--- src/rtl/sra_iterative.sv ---
// Iterative right shifter (logical / arithmetic), one binary-weighted stage per clock.
// Latency: result pulse SHAMT_W+1 edges after the accepting edge; data-independent.
// Backpressure: none queued; ctrl_start is ignored while busy, accepted again from DONE.
module sra_iterative #(
    parameter int WIDTH   = 32,
    // Must equal log2(WIDTH); the number of shift stages equals SHAMT_W.
    parameter int SHAMT_W = 5
) (
    input  logic               clock,
    input  logic               reset,
    input  logic               ctrl_start,
    input  logic               ctrl_arith,
    input  logic [WIDTH-1:0]   data_operandA,
    input  logic [SHAMT_W-1:0] ctrl_shiftamt,
    output logic [WIDTH-1:0]   data_result,
    output logic               data_resultRDY,
    output logic               busy
);

    typedef enum logic [1:0] {
        IDLE  = 2'd0,
        SHIFT = 2'd1,
        DONE  = 2'd2
    } state_t;

    // Index of the amount bit handled by the first stage (the MSB of the amount).
    localparam logic [SHAMT_W-1:0] LAST_IDX = SHAMT_W[SHAMT_W-1:0] - 1'b1;
    localparam logic [SHAMT_W-1:0] ONE_AMT  = {{(SHAMT_W-1){1'b0}}, 1'b1};
    localparam logic [WIDTH-1:0]   ONES     = '1;

    state_t             state;
    state_t             state_nxt;

    // Captured request: working value, shift amount and the fill bit.
    logic [WIDTH-1:0]   work;
    logic [SHAMT_W-1:0] amt;
    logic               fill;

    // Stage counter: 0 on the first shift edge, LAST_IDX on the final one.
    logic [SHAMT_W-1:0] stage;

    logic               accept;
    logic               last_stage;
    logic [SHAMT_W-1:0] bit_idx;
    logic [SHAMT_W-1:0] sh_dist;
    logic [WIDTH-1:0]   fill_mask;
    logic [WIDTH-1:0]   stage_out;

    // State register; synchronous reset aborts any request in flight.
    always_ff @(posedge clock) begin
        if (reset) begin
            state <= IDLE;
        end else begin
            state <= state_nxt;
        end
    end

    assign last_stage = (state == SHIFT) && (stage == LAST_IDX);

    // Next-state and handshake outputs; busy/RDY decode directly from state.
    always_comb begin
        state_nxt      = state;
        accept         = 1'b0;
        busy           = 1'b0;
        data_resultRDY = 1'b0;
        case (state)
            IDLE: begin
                if (ctrl_start) begin
                    accept    = 1'b1;
                    state_nxt = SHIFT;
                end
            end
            SHIFT: begin
                busy = 1'b1;
                if (last_stage) begin
                    state_nxt = DONE;
                end
            end
            DONE: begin
                data_resultRDY = 1'b1;
                // A start here is taken exactly as from IDLE, so back-to-back
                // requests cost SHAMT_W+1 cycles each.
                if (ctrl_start) begin
                    accept    = 1'b1;
                    state_nxt = SHIFT;
                end else begin
                    state_nxt = IDLE;
                end
            end
            default: begin
                state_nxt = IDLE;
            end
        endcase
    end

    // One stage of the shifter: the stage handles amount bit (SHAMT_W-1-stage),
    // whose weight is 2^(SHAMT_W-1-stage). Vacated MSBs take the captured fill bit.
    always_comb begin
        bit_idx   = LAST_IDX - stage;
        sh_dist   = ONE_AMT << bit_idx;
        fill_mask = fill ? ~(ONES >> sh_dist) : '0;
        stage_out = work;
        if (amt[bit_idx]) begin
            stage_out = (work >> sh_dist) | fill_mask;
        end
    end

    // Datapath: capture on accept, shift once per SHIFT edge, publish on the last stage.
    // data_result is only written here, so it holds steady through DONE and IDLE.
    always_ff @(posedge clock) begin
        if (reset) begin
            work        <= '0;
            amt         <= '0;
            fill        <= 1'b0;
            stage       <= '0;
            data_result <= '0;
        end else if (accept) begin
            work  <= data_operandA;
            amt   <= ctrl_shiftamt;
            // Sign comes from the operand as captured, not from later input values.
            fill  <= ctrl_arith & data_operandA[WIDTH-1];
            stage <= '0;
        end else if (state == SHIFT) begin
            work  <= stage_out;
            stage <= stage + ONE_AMT;
            if (last_stage) begin
                data_result <= stage_out;
            end
        end
    end

endmodule
--- config.mk ---
export PLATFORM = sky130hd
export DESIGN_NAME = sra_iterative
export DESIGN_NICKNAME = d
export VERILOG_FILES = /design/src/rtl/sra_iterative.sv
export SDC_FILE = /design/constraint.sdc
export NUM_CORES = 1
export LEC_CHECK = 0
export CORE_MARGIN = 3
export CORE_UTILIZATION = 40
export CTS_BUF_LIST = sky130_fd_sc_hd__clkbuf_16
export DETAILED_ROUTE_END_ITERATION = 10
export MAX_ROUTING_LAYER = met4
export SLEW_MARGIN = 5
export SYNTH_ARGS = -nofsm -noshare
export SYNTH_HDL_FRONTEND = slang
export SYNTH_SLANG_ARGS = --single-unit
--- constraint.sdc ---
create_clock -name clock -period 5.9 [get_ports clock]
set_clock_uncertainty 0.2 [all_clocks]
set_input_delay 1.18 -clock clock [delete_from_list [all_inputs] [get_ports clock]]
set_output_delay 1.18 -clock clock [all_outputs]
set_load 0.02 [all_outputs]
### Word-level counts from Yosys, hierarchy flattened

Index checks and enable logic that the tools add are counted.

* flip-flop bits (word level): 77
* latch bits: 0
* memory bits (writable): 0
* ROM bits: 0
* word-level logic and storage cells: 42
* memories kept: 0

* add/sub/neg operators: 2
* multipliers: 0
* div/mod/pow operators: 0
* $lt $le $gt $ge: 1
* eq/ne operators: 5
* shift operators: 3
* mux-type cells: 14
* bitwise gates (word level): 4
* reduce and logical (&&, ||, !) cells: 7

Operator list (number)
* $mux 32: 4
* $not 32->32: 1
* $or 32x32->32: 1
* $shr 32x5->32: 1
* $shr 32x5->32 const A: 1
* $mux 1: 6
* $pmux 2 s3: 1
* $add 5x1->5 const B: 1
* $eq 5x3->1 const B: 1
* $lt 5x4->1 const B: 1
* $shl 1x5->5 const A: 1
* $sub 3x5->5 const A: 1
* $mux 2: 2
* $ne 2x2->1 const B: 2
* $reduce_or 2->1: 2
* $bmux 1 s3: 1
* $reduce_and 3->1: 1
* $eq 2x1->1 const B: 1
* $eq 2x2->1 const B: 1
* $logic_not 2->1: 1
* $reduce_and 2->1: 1
* $reduce_bool 2->1: 1
* $and 1x1->1: 1
* $logic_and 1x1->1: 1
* $not 1->1: 1

### Depth between registers and ports, before layout

* word-level depth: 9
* depth in mapped cells: 13
* mapped depth without buffers: 8

### Worst setup path before layout

No wires, ideal clock.

* path type: reg2reg
* from: register stage[0]
* to: register data_result[22]
* library setup time: 0.132 ns
* arrival: 2.743 ns
* data required time: 5.568 ns
* setup slack: 2.825 ns
* stages on the path, launching flop included: 13
* path buffers: 4
* path through: dfxtp_1 -> clkbuf_8 -> inv_1 -> buf_1 -> ha_1 -> mux2_2 -> and3_2 -> buf_6 -> nor3_4 -> buf_6 -> nor2_2 -> a221oi_1 -> nor3_1

* cells in the longest elaborated chain, start to end: 7
* elaborated cells on any way between the ends: 13
* classes of those cells: 1 x add/sub; 1 x eq/ne; 3 x shift; 4 x mux; 2 x bitwise; 2 x reduce/logical

RTL lines
* start: declaration: RTL line 40 `logic [SHAMT_W-1:0] stage;`
* start signal: assignment: RTL line 125 `stage <= stage + ONE_AMT;`
* $sub 3x5->5: RTL line 99 `bit_idx = LAST_IDX - stage;`
* $shl 1x5->5: RTL line 100 `sh_dist = ONE_AMT << bit_idx;`
* $shr 32x5->32: RTL line 101 `fill_mask = fill ? ~(ONES >> sh_dist) : '0;`
* $not 32->32: RTL line 101
* $mux 32: RTL line 101
* $or 32x32->32: RTL line 104 `stage_out = (work >> sh_dist) | fill_mask;`
* $mux 32: RTL line 103 `if (amt[bit_idx]) begin`
* end signal: assignment: RTL line 127 `data_result <= stage_out;`
* end: declaration: RTL line 15 `output logic [WIDTH-1:0] data_result,`

Several ways; a longest one is shown, not always the timed one. The select of a mux whose other input is x is not followed.
A chain may end at the register's enable or synchronous reset.

### Final worst setup path

* from: register state[1]
* to: output port busy

* cells in the longest elaborated chain, start to end: 2

RTL lines
* start: declaration: RTL line 31 `state_t state;`
* start signal: assignment: RTL line 54 `state <= state_nxt;`
* $eq 2x1->1: RTL line 66 `case (state)`
* $mux 1: RTL line 66
* end: declaration: RTL line 17 `output logic busy`

Every way passes these cells.

==> reports/results.ini <==
[critical_path]
r2r-end = data_result[8]$_SDFFE_PP0P_
r2r_slack_ns = 1.87
endpoint = busy
worstSetupPathType = flop to output pin
slowest_delay_ns = 0.71
critPathSlowestCell = clkdlybuf4s50_1
cp_data_arrival_time_ns = 2.65
cp-startpoint = state[1]$_SDFFE_PP0P_
r2r_cells = 9
crit_path_cell_trace = nand2b_1 -> clkinv_1 -> clkdlybuf4s50_1
end_kind = output pin
crit_path_start_kind = flop
critPathRequiredTime_ns = 4.52
worstReg2RegStart = stage[0]$_SDFFE_PP0P_
path_max_fanout = 14

[synthesis]
synth_top_family_by_area = compound AO/OA/AOI/OAI gates
synth.distinct_cells = 97
netlist.area_leader.share_pct = 27.96
yosys.area_share.adder_pct = 0.4539
syn_nets = 698
ys_async_sr_fraction_pct = 0
ys_ff_latch = 77
synth_simple_gate_area_share_pct = 21.02
synth_edf_count = 0
synth_area_sq_um = 5513
synth.yosys.seq_area_share_pct = 27.96
synth_xor_area_share_pct = 1.248
synth.avg_cell_area_sq_um = 8.416
synth_commonest_cells = dfxtp_1 (77), nor2_1 (52), nand2_1 (48)
yosys.area.top_type = dfxtp_1
synth-compound-area-share_pct = 33.18
synth_area_leaders = dfxtp_1 (28%), a21oi_1 (4.2%), mux4_2 (3.7%)
synth_cells = 655
muxShareOfSynthArea_pct = 8.148
ys.flop_type = dfxtp_1
synth_most_common_cell = dfxtp_1
yosys_warnings = 0

[power]
combinationalPowerShare_pct = 24.1
design_power_total_mw = 1.573
p_sw_uw = 517.8
sw_frac_of_total_pct = 32.92
leakage_nw = 2.057
clkPwrFrac_pct = 38.3
seqPwrFrac_pct = 37.7
powerDensity_nw_per_um2 = 242.7
peakVddDrop_v = 0.0001165
p_int_mw = 1.055

[worst_hold_path]
hold_class = flop to flop

[cts]
cts_sinks = 77
cts_buffer_depth = 2
cts_tree = yes
clk_pin_slew_ns = 0.06
post_cts_resize_count = 0
htree_num_levels = 3
cts_inserted_buffers = 9
cts_hold_buf = 0
postCtsSetupRepairBufs = 0
ctsRootBufferMaster = clkbuf_16
clk_latency_ns = 0.35

[timing]
worstMarginPinSlew_ns = 0.9372
totalNegativeSetupSlack_ns = 0
min_period_over_period_pct = 68.39
finalCriticalPeriod_ns = 4.035
setup_viol = 0
hold_viol_final = 0
maxSlewHeadroom_pct = 37.37
grt_setup_unrepaired = false
slew_violations = 0
fmax_ghz = 0.2478
hold_ws_ns = 0.2622

[floorplanning]
rows = 42
initial_core_util_pct = 41.30
die_height_um = 123.4
die_area_sq_um = 15230
boundaryPins = 75
die_width_um = 123.4
core_area_sq_um = 13350

[finish]
syn2layout_area_growth_pct = 17.54
fin_nets = 728
final_util_pct = 48.55
antennaDiodeCount = 0
drive_gt1_share_pct = 14.93
design_area_sq_um = 6480

[routing]
wire_per_inst_um = 24.35
drc_errors = 0
drt_wl_total_um = 21090
drt_iter0_markers = 584
vias = 5612
drtPass1Iterations = 5
ant_nets = 0
routed_via_density = 6.480

[placement]
place_congestion = 0.9703
io_buffers = 74
dp_hpwl_um = 14710
placed_area_sq_um = 6165

[global_routing]
overflow = 0
grt_antenna_before_repair = 0
grt_pass1_vias = 5354
grt.total_usage_pct = 29.37
grt_max_degree = 61
grt_pass1_wl_um = 32530

[outcome]
outcome = finished clean

[flow_run]
maxCapViolations = 0

worst max-delay path: cells and delay by family (launching register included):
family	cells	cell delay (ns)
flip-flops	1	0.32
buffers and inverters	2	1.39
AND/OR/NAND/NOR	1	0.60
per-layer routing:
layer	wire length (um)	GRT usage [%]	vias to the layer above	share of wire, %
met2	9646	44.14	241	46
met4	605	11.07	0	2.9
met3	1610	5.489	39	7.6
met1	9229	39.29	2730	44
li1	-	-	2602	-
met5	0	-	-	0
per-stage QoR:
stage                     setup WS, ns  cells
after detailed placement         1.889    850
final                            1.865    866
after floorplan                  2.825    655
after global placement           1.921    850
after global routing             1.658    866
after CTS                        1.855    866
power groups by stage:
stage / Clock (mW) / Sequential (mW) / Combinational [mW]
2_1_floorplan: 0 / 0.574 / 0.279
3_3_place_gp: 0 / 0.602 / 0.371
3_5_place_dp: 0 / 0.601 / 0.373
4_1_cts: 0.611 / 0.590 / 0.375
5_1_grt: 0.633 / 0.594 / 0.409
6_report: 0.602 / 0.592 / 0.379
how the worst min path moves through the flow:
stage                     slack, ns                            to                         start  cells after the start
after CTS                      0.26  data_result[14]$_SDFFE_PP0P_  data_result[14]$_SDFFE_PP0P_                      2
after global routing           0.30           amt[4]$_SDFFE_PP0P_           amt[4]$_SDFFE_PP0P_                      2
after global placement         0.24   data_result[8]$_SDFFE_PP0P_   data_result[8]$_SDFFE_PP0P_                      2
final                          0.26  data_result[14]$_SDFFE_PP0P_  data_result[14]$_SDFFE_PP0P_                      2
after floorplan                0.23           amt[0]$_SDFFE_PP0P_           amt[0]$_SDFFE_PP0P_                      2
after detailed placement       0.25  data_result[14]$_SDFFE_PP0P_  data_result[14]$_SDFFE_PP0P_                      2
cell type report:
type,count,area [sq um]
multi-input cells,503,3550
clock inverters,7,90.09
flip-flops and latches,77,1543
clock buffers,9,225.2
fillers,1343,6868
well taps,176,220.2
inverters,9,33.78
repair buffers,85,818.3
logic make-up after synthesis:
kind of cell,Yosys count
flip-flops,77
adder cells (fa/ha/maj),2
AO/OA/AOI/OAI,242
XOR/XNOR,7
multiplexers,32
AND/OR/NAND/NOR,220
buffers and inverters,75
flip-flops by register name, indices dropped and copies added, names as in the netlist:
register,cells
data_result,32
amt,5
stage,5
work,32
state,2
fill,1
layout by cell type (no fill, tap or decap), types with 8 or more instances in the layout:
cell             synthesis  final
dfxtp_1                 77     76
clkdlybuf4s50_1          0     73
nor2_1                  52     51
nand2_1                 48     48
a21oi_1                 46     46
o21ai_0                 29     29
nand3_1                 28     28
nor3_1                  26     26
a22oi_1                 24     24
mux2i_1                 15     15
a211oi_1                13     13
o22ai_1                 11     11
nand4_1                 11     11
buf_4                    5     11
mux4_2                   9      9
a221oi_1                 9      9
a31oi_1                  9      9
clkbuf_16                0      9
nand2b_1                 8      8
inv_1                    7      8
o211ai_1                 8      8
a211oi_2                 8      8
No activity file was read; power rests on OpenSTA's default activity.
==> RTL edit, RTL diff (config.mk and constraints unchanged) <==
The parameter `SHAMT_W` goes from 5 to 10.
--- a/src/rtl/sra_iterative.sv
+++ b/src/rtl/sra_iterative.sv
@@ -5,5 +5,5 @@
     parameter int WIDTH   = 32,
     // Must equal log2(WIDTH); the number of shift stages equals SHAMT_W.
-    parameter int SHAMT_W = 5
+    parameter int SHAMT_W = 10
 ) (
     input  logic               clock,
Ports: changed (resized ctrl_shiftamt); port bits go from 75 to 80. The function was not compared with the original's and may differ.
==> RTL edit against the unedited design <==
Area after synthesis rose by 7.2%; sequential power rose by 12%; combinational power fell by 29%; synthesized cell count rose by 19%; sequential cell count rose by 10; non-clock buffer count rose by 9; routed wire length rose by 21%; setup slack got worse by 850 ps; die area rose by 6.9%; total power fell by 0.68%; critical endpoint is now data_result[12]; final area rose by 9.4%.
==> RTL edit: results (changes against the unedited design) <==
share of layout cells above drive strength 1: 7.77% (-7.2 points)
Top delay family on crit path: compound AO/OA/AOI/OAI gates
Least-Margin Pin Slew: 1180 ps (+242 ps)
Via Count: 6,736 (+20%)
Min Clock Period, post-route: 4890 ps (+851 ps)
GR Util met1: 41.3% (+2.0 points)
GRT Overall Usage: 31.9% (+2.6 points)
sequential area share after synthesis: 29.5% (+1.5 points)
met1 wire length: 10,800 um (+17%)
pre-CTS setup slack: 1200 ps (-687 ps)
1st-iter DRT viols: 922 (+58%)
largest net degree at the start of global routing: 63 (+3.3%)
Post-synth top cells: nand2_1 (105), dfxtp_1 (87), a21oi_1 (73)
met2 WL: 11,200 um (+16%)
Post-Synthesis Net Count: 830 (+19%)
post-synthesis adder-cell area fraction: 0.635% (+0.18 points)
metal3 WL: 2590 um (+61%)
Worst path max stage delay: 910 ps (+200 ps)
Worst VDD drop: 146 uV (+26%)
status: completed
DPL Wire Length: 18,400 um (+25%)
multiplexer area fraction after synthesis: 7.07% (-1.1 points)
Pre-Repair DR Iteration Count: 7 (+2)
min-delay src: data_result[26]
Routability Congestion: 1.03 (+6.0%)
worst reg-to-reg path cell count: 10 (+1)
Critical Path Sink: data_result[12]
worst setup path startpoint: stage[1]
-- RTL edit: changes by cell type after synthesis, moves of 10 or more --
cell	before	now
nand2_1	48	105
a21oi_1	46	73
clkbuf_1	24	46
o21ai_0	29	50
o211ai_1	8	28
mux2i_1	15	26
dfxtp_1	77	87
nand3_1	28	18
-- RTL edit: per-stage QoR --
stage                     cells  area (um^2)  hold slack [ps]
after global routing       1004         7090              278
after global placement      988         6770              229
final                      1004         7090              239
after detailed placement    988         6770              232
after floorplan             781         5910              233
after CTS                  1004         7090              242
-- RTL edit: layout make-up --
class	instances	area (um^2)	area share, %
Multi-Input combinational cell	618	3870	54.6
Tap cell	180	225	3.18
Clock buffer	9	225	3.18
Inverter	9	33.8	0.476
Sequential cell	87	1740	24.6
Timing Repair Buffer	94	898	12.7
Clock inverter	7	95.1	1.34
-- RTL edit: power by group --
| group | switching, uW | internal, uW |
|---|---|---|
| clock | 287 | 342 |
| sequential | 54.0 | 611 |
| combinational | 161 | 107 |
| total | 502 | 1060 |
